## config.mk

```make
export PLATFORM = sky130hd
export DESIGN_NAME = qif_neuron_scheduler
export DESIGN_NICKNAME = d
export VERILOG_FILES = /design/src/rtl/qif_neuron_scheduler.sv
export SDC_FILE = /design/constraint.sdc
export NUM_CORES = 1
export LEC_CHECK = 0
export CAP_MARGIN = 20
export CORE_MARGIN = 3
export CORE_UTILIZATION = 25
export CTS_CLUSTER_SIZE = 20
export DETAILED_ROUTE_END_ITERATION = 7
export MAX_ROUTING_LAYER = met4
export SLEW_MARGIN = 25
export SYNTH_ARGS = -nofsm -noshare
export SYNTH_HDL_FRONTEND = slang
export SYNTH_SLANG_ARGS = --single-unit
```

## constraint.sdc

```tcl
create_clock -name clk -period 4.6 [get_ports clk]
set_clock_uncertainty 0.05 [all_clocks]
set_input_delay 0.46 -clock clk [delete_from_list [all_inputs] [get_ports clk]]
set_output_delay 0.46 -clock clk [all_outputs]
set_load 0.02 [all_outputs]
```

## src/rtl/qif_neuron_scheduler.sv

```systemverilog
// Time-multiplexed 8-bit QIF neuron update engine with a valid/ready spike output.
// Define QIF_SCHED_OVERRUN_CNT_EN to add overrun_cnt_o, a saturating count of ticks seen mid-sweep.
module qif_neuron_scheduler #(
  parameter int unsigned       N_NEURONS = 8,
  parameter int unsigned       IDX_W     = 3,
  parameter logic signed [7:0] V_RESET   = -8'sd20,
  parameter logic signed [7:0] V_TH      = 8'sd50
) (
  input  logic              clk,
  input  logic              rst_n,
  input  logic              tick_i,
  input  logic              isyn_we_i,
  input  logic [IDX_W-1:0]  isyn_idx_i,
  input  logic signed [7:0] isyn_data_i,
  output logic              spike_valid_o,
  input  logic              spike_ready_i,
  output logic [IDX_W-1:0]  spike_idx_o,
  output logic              busy_o,
  output logic              done_o,
`ifdef QIF_SCHED_OVERRUN_CNT_EN
  output logic [7:0]        overrun_cnt_o,
`endif
  input  logic [IDX_W-1:0]  rd_idx_i,
  output logic signed [7:0] rd_vmem_o
);

  typedef enum logic [2:0] {StIdle, StLoad, StUpdate, StEmit, StDone} state_e;

  localparam logic [IDX_W-1:0] LastIdx = IDX_W'(N_NEURONS - 1);

  state_e            state_q;
  logic [IDX_W-1:0]  idx_q;
  logic signed [7:0] v_q, c_q;
  logic signed [7:0] vmem_q [N_NEURONS];
  logic signed [7:0] isyn_q [N_NEURONS];

  logic signed [15:0] v_ext, c_ext, v_sh, sum;
  logic signed [7:0]  v_next;
  logic               is_last;

  assign is_last   = (idx_q == LastIdx);
  assign rd_vmem_o = vmem_q[rd_idx_i];

  // v + (v>>>3)^2 + (c>>>2) in 16-bit signed, saturated back to 8 bits.
  always_comb begin
    v_ext = {{8{v_q[7]}}, v_q};
    c_ext = {{8{c_q[7]}}, c_q};
    v_sh  = v_ext >>> 3;
    sum   = v_ext + v_sh * v_sh + (c_ext >>> 2);
    if (sum > 16'sd127) begin
      v_next = 8'sd127;
    end else if (sum < -16'sd128) begin
      v_next = 8'h80;
    end else begin
      v_next = sum[7:0];
    end
  end

  always_ff @(posedge clk or negedge rst_n) begin
    if (!rst_n) begin
      for (int i = 0; i < int'(N_NEURONS); i++) begin
        isyn_q[i] <= '0;
      end
    end else if (isyn_we_i) begin
      isyn_q[isyn_idx_i] <= isyn_data_i;
    end
  end

  always_ff @(posedge clk or negedge rst_n) begin
    if (!rst_n) begin
      state_q       <= StIdle;
      idx_q         <= '0;
      v_q           <= '0;
      c_q           <= '0;
      spike_valid_o <= 1'b0;
      spike_idx_o   <= '0;
      busy_o        <= 1'b0;
      done_o        <= 1'b0;
      for (int i = 0; i < int'(N_NEURONS); i++) begin
        vmem_q[i] <= V_RESET;
      end
    end else begin
      done_o <= 1'b0;
      unique case (state_q)
        StIdle: begin
          if (tick_i) begin
            state_q <= StLoad;
            idx_q   <= '0;
            busy_o  <= 1'b1;
          end
        end
        StLoad: begin
          v_q     <= vmem_q[idx_q];
          c_q     <= isyn_q[idx_q];
          state_q <= StUpdate;
        end
        StUpdate: begin
          if (v_q >= V_TH) begin
            vmem_q[idx_q] <= V_RESET;
            spike_valid_o <= 1'b1;
            spike_idx_o   <= idx_q;
            state_q       <= StEmit;
          end else begin
            vmem_q[idx_q] <= v_next;
            idx_q         <= idx_q + 1'b1;
            state_q       <= is_last ? StDone : StLoad;
            busy_o        <= !is_last;
            done_o        <= is_last;
          end
        end
        StEmit: begin
          if (spike_ready_i) begin
            spike_valid_o <= 1'b0;
            idx_q         <= idx_q + 1'b1;
            state_q       <= is_last ? StDone : StLoad;
            busy_o        <= !is_last;
            done_o        <= is_last;
          end
        end
        StDone: begin
          state_q <= StIdle;
        end
        default: begin
          state_q <= StIdle;
        end
      endcase
    end
  end

`ifdef QIF_SCHED_OVERRUN_CNT_EN
  logic [7:0] overrun_q;

  always_ff @(posedge clk or negedge rst_n) begin
    if (!rst_n) begin
      overrun_q <= '0;
    end else if (tick_i && (state_q != StIdle) && (overrun_q != 8'hFF)) begin
      overrun_q <= overrun_q + 8'd1;
    end
  end

  assign overrun_cnt_o = overrun_q;
`endif

endmodule

```

Word level (Yosys, flattened, before mapping)
Cells that the tools add are included.
Widths: inputs -> output; s select.

storage, ports and cells
  memory bits (writable) = 0
  latch bits = 0
  ROM bits = 0
  output and inout bits = 14
  memories kept = 0
  word-level logic and storage cells = 97
  register bits after elaboration = 156

cells by class
  reduce and logical (&&, ||, !) cells = 10
  shifts and indexed selects = 0
  $mul = 1
  order comparisons = 8
  $add $sub $neg = 3
  bitwise operators = 6
  divide/modulo/power cells = 0
  eq/ne operators = 8
  multiplexer cells = 37

operators by type and width
  cell                 count
  $bwmux 64            2
  $mux 8               10
  $bmux 8 s3           3
  $mux 64              1
  $demux 8 s3          2
  $or 40x40->40        1
  $and 24x24->24       1
  $not 24->24          1
  $mux 3               7
  $add 11x6->12        1
  $ge 4x4->1 const B   3
  $gt 12x8->1 const B  1
  $lt 12x8->1 const B  1
  $not 3->4            3
  $pmux 3 s4           1
  $add 8x10->11        1
  $mul 5x5->10         1
  $pmux 3 s3           1
  $ge 8x7->1 const B   1
  $lt 4x1->1 const B   2
  $ne 2x2->1 const B   4
  $mux 1               7
  $eq 3x2->1 const B   2
  $pmux 1 s2           2
  12 further kinds     14

Logic depth before layout (Yosys ltp)
  depth after elaboration = 8
  gate-level depth with buffers = 19
  gate-level depth less buffers = 19

Worst setup path after synthesis
OpenSTA, ideal clock, no wires.

  path type = register to register
  start = reg v_q[4]
  end = reg vmem_q[61] in the netlist's numbering
  data required time = 4476 ps
  cell stages (with the launch flop) = 19
  path slack = -393 ps
  buffers on the path = 1
  arrival time = 4870 ps
  period minus slack after synthesis = 4993 ps
  cells stage by stage = dfrtp_1 > buf_2 > and2_1 > fa_1 > inv_1 > fa_1 > inv_1 > fa_1 > inv_1 > fa_1 > inv_1 > ha_1 > a21oi_1 > o211ai_1 > a211oi_2 > nand4_1 > o21ai_2 > a211oi_4 > a21oi_1

between the ends
  cells in the longest elaborated chain, start to end = 8
  elaborated cells between the ends (all ways) = 10
  classes of those cells = add/sub: 2; mul: 1; order compare: 3; mux: 4

ends and longest elaborated chain
  element                         RTL line  RTL
  start: declaration              33        logic signed [7:0] v_q, c_q;
  start signal: assignment        93        v_q <= vmem_q[idx_q];
  $mul 5x5->10                    49        sum = v_ext + v_sh * v_sh + (c_ext >>> 2);
  $add 8x10->11                   49
  $add 11x6->12                   49
  $lt 12x8->1                     52        end else if (sum < -16'sd128) begin
  $mux 8                          52
  $mux 8                          50        if (sum > 16'sd127) begin
  $bwmux 64                       104       vmem_q[idx_q] <= v_next;
  $mux 64 *                       98        if (v_q >= V_TH) begin
  end signal: indexed assignment  104
  end: declaration                34        logic signed [7:0] vmem_q [N_NEURONS];

Mark *: on every way between the ends. The rest lies on a longest branch, timed or not.
A chain may end at the register's enable or synchronous reset.

Worst setup path in the final report
  start = reg v_q[7]
  end = reg vmem_q[0] in the netlist's numbering

The elaborated chain is that of the path after synthesis.

==> flow_summary.yaml <==
logic_synthesis:
  ys_ff_latch: 138
  ys_warn_count: 0
  syn_inst: 770
  synth.area.top_cells: "dfrtp_1 29%, dfstp_2 13%, mux2_2 9.3%"
  synth-edff-count: 0
  async_flop_share: 1.00
  synth_area_sq_um: 8320
  avgSynthCellArea_sq_um: 10.8
  synth_top_area_frac: 0.295
  synth_cell_types: 56
  seq_area_frac_synth: 0.421
  synth_nets: 849
  yosys.area.top_type: "dfrtp_1"
  synth_top_flop_cell: "dfrtp_1"
sta:
  maxSlewViolCount: 0
  hold_violations: 0
  rsz0062_at_grt: "yes"
  timing.final.crit_share: 1.07
  hold_slack_ps: 61.6
  fmax_mhz: 204
  finalSetupViolations: 56
  setup_slack_ps: -307
  worstMarginPinSlew_ps: 936
  finalCriticalPeriod_ps: 4910
  relSlewSlack: 0.372
floorplan:
  fp.dieW_um: 188
  die-area_sq_um: 35500
  start_util: 0.254
  rows: 66
  boundaryPins: 33
  core_area_sq_um: 32700
  die_h_um: 188
worst_setup_path:
  crit_end: "vmem_q[0]"
  r2r-end: "vmem_q[0]"
  r2r_cells: 19
  critPathLaunch: "v_q[7]"
  cp_data_arrival_time_ps: 5150
  r2r-start: "v_q[7]"
  critPathKind: "flop to flop"
  endpoint_kind: "flop"
  cpPeakStageDelay_ps: 600
  critPathTopFamily: "adder cells"
  path_cells: "buf_6, fa_2, inv_2, fa_1, inv_1, fa_1, inv_1, fa_1, inv_2, ha_4, o211ai_1, o211ai_1, a211oi_2, buf_4, a211oi_4, buf_4, a21boi_4, o21ai_4, o21ai_1"
  worst_path_most_repeated_cell: "fa_1"
  start_kind: "flop"
  required_ps: 4850
  crit_path_top_delay_cell: "fa_2"
  crit_path_max_fanout: 8
  critical_path_buf_inv_count: 7
  worst-path-stages: 19
  reg2reg_setup_slack_ps: -310
outcome:
  status: "finished, violations left"
  violations: "negative setup slack"
finish:
  antennaDiodeCount: 0
  final_common_cell: "dfrtp_1"
  drive_above_1_share: 0.384
  stdcell_count: 1316
  area_delta_synth_final_pct: 28.3
  fin_nets: 940
  fillers: 3338
  final_cell_mix: "94 x dfrtp_1, 79 x nor2_1, 69 x mux2_2"
clock_network:
  clk_pin_slew_ps: 70
  clockBufferDepth: 2
  clock_sinks: 138
  root_buffer: "clkbuf_16"
  cts_tree: "built"
  cts_buffers: 17
  clk_latency_ps: 430
  h-tree-depth: 4
global_route:
  grt_util_all_layers: 0.129
  grt_max_degree: 112
  gr-total-overflow: 0
  met1_usage: 0.163
  antenna_found_initial: 0
  grt_pass1_vias: 6499
  gr-max-usage-layer: "met2"
  grt_pass1_wl_um: 35300
  use_met2: 0.207
  grt_util_met3: 0.0244
placement:
  port_buffers: 30
  dp_hpwl_um: 15100
  gp_congestion: 0.835
  dp_cells: 1278
  place_ws_ps: -417
worst_hold_path:
  hp-class: "input port to asynchronous set/reset pin"
route:
  ant_nets: 0
  drt_iter0_drc: 383
  vias: 6252
  wl_per_cell_um: 16.4
  totalWireLength_um: 21600
  dr.pass1.iters: 5
  drc_errors: 0
  via_per_inst: 4.75
flow_run:
  drv_cap: 0
-- routing by layer --
metal | up-vias | wire length, um
met5 | - | 0
met4 | 0 | 580
met3 | 50 | 868
met2 | 138 | 10500
met1 | 3164 | 9650
li1 | 2900 | -
-- logic make-up (layout without fill, tap and decap cells) --
logic type | after synthesis | in the layout | synth area share
mux | 108 | 108 | 0.175
fa+ha+maj | 60 | 60 | 0.117
buf+inv | 88 | 192 | 0.0403
flops | 138 | 138 | 0.421
xor+xnor | 11 | 11 | 0.0125
compound gates | 170 | 170 | 0.133
simple gates | 195 | 195 | 0.100
-- sequential cells by signal, indices dropped and copies added, names as in the netlist --
name	count
v_q	8
state_q	3
c_q	6
vmem_q	64
done_o	1
spike_valid_o	1
isyn_q	48
idx_q	3
spike_idx_o	3
busy_o	1
-- timing repair --
item | in CTS | in global routing
hold buffers | 0 | 0
setup buffers | 7 | 1
pin swaps | 22 | 16
resized for setup | 49 | 41
setup endpoints to repair | 56 | 64
-- stage by stage --
step	setup TNS, ps	utilization	cell area [sq um]
after floorplan	-2340	-	8470
final	-14040	0.326	10700
after CTS	-13220	0.321	10500
after global routing	-23920	0.326	10700
after detailed placement	-18310	0.296	9690
after global placement	-17260	0.296	9680
-- worst min-delay path by stage --
| stage | to | slack (ps) | cells past startpoint |
|---|---|---|---|
| floorplan | busy_o | 110 | 0 |
| global placement | vmem_q[15] | 420 | 2 |
| detailed placement | vmem_q[15] | 430 | 2 |
| CTS | isyn_q[45] | 170 | 1 |
| global route | isyn_q[45] | 150 | 1 |
| finish | isyn_q[45] | 60 | 1 |
-- cell usage after synthesis, drive strengths merged, types with 18 or more instances --
library cell and number:
dfrtp 98, nor2 82, mux2 69, nand2 69
inv 62, a21oi 61, o21ai 53, dfstp 40
fa 30, ha 30, mux4 23, a221oi 18
-- final cells by class --
class	count	area, sq um	share of cell area
Clock buffer	19	443	0.0415
Sequential cell	138	3510	0.329
Multi-Input combinational cell	544	4930	0.462
Tap cell	442	553	0.0518
Clock inverter	13	136	0.0128
Inverter	64	243	0.0228
Timing Repair Buffer	96	858	0.0805
-- worst register-to-register path, cell delays in order (launching register included) --
cell      delay, ps
dfrtp_2         470
buf_6           150
fa_2            600
inv_2            40
fa_1            470
inv_1            50
fa_1            480
inv_1            50
fa_1            500
inv_2            50
ha_4            290
o211ai_1        130
o211ai_1        260
a211oi_2        120
buf_4           160
a211oi_4        240
buf_4           180
a21boi_4         70
o21ai_4         290
o21ai_1         120
Power is not shown: default switching activity piles up to over one toggle a cycle in this logic, so the estimate is an artifact.
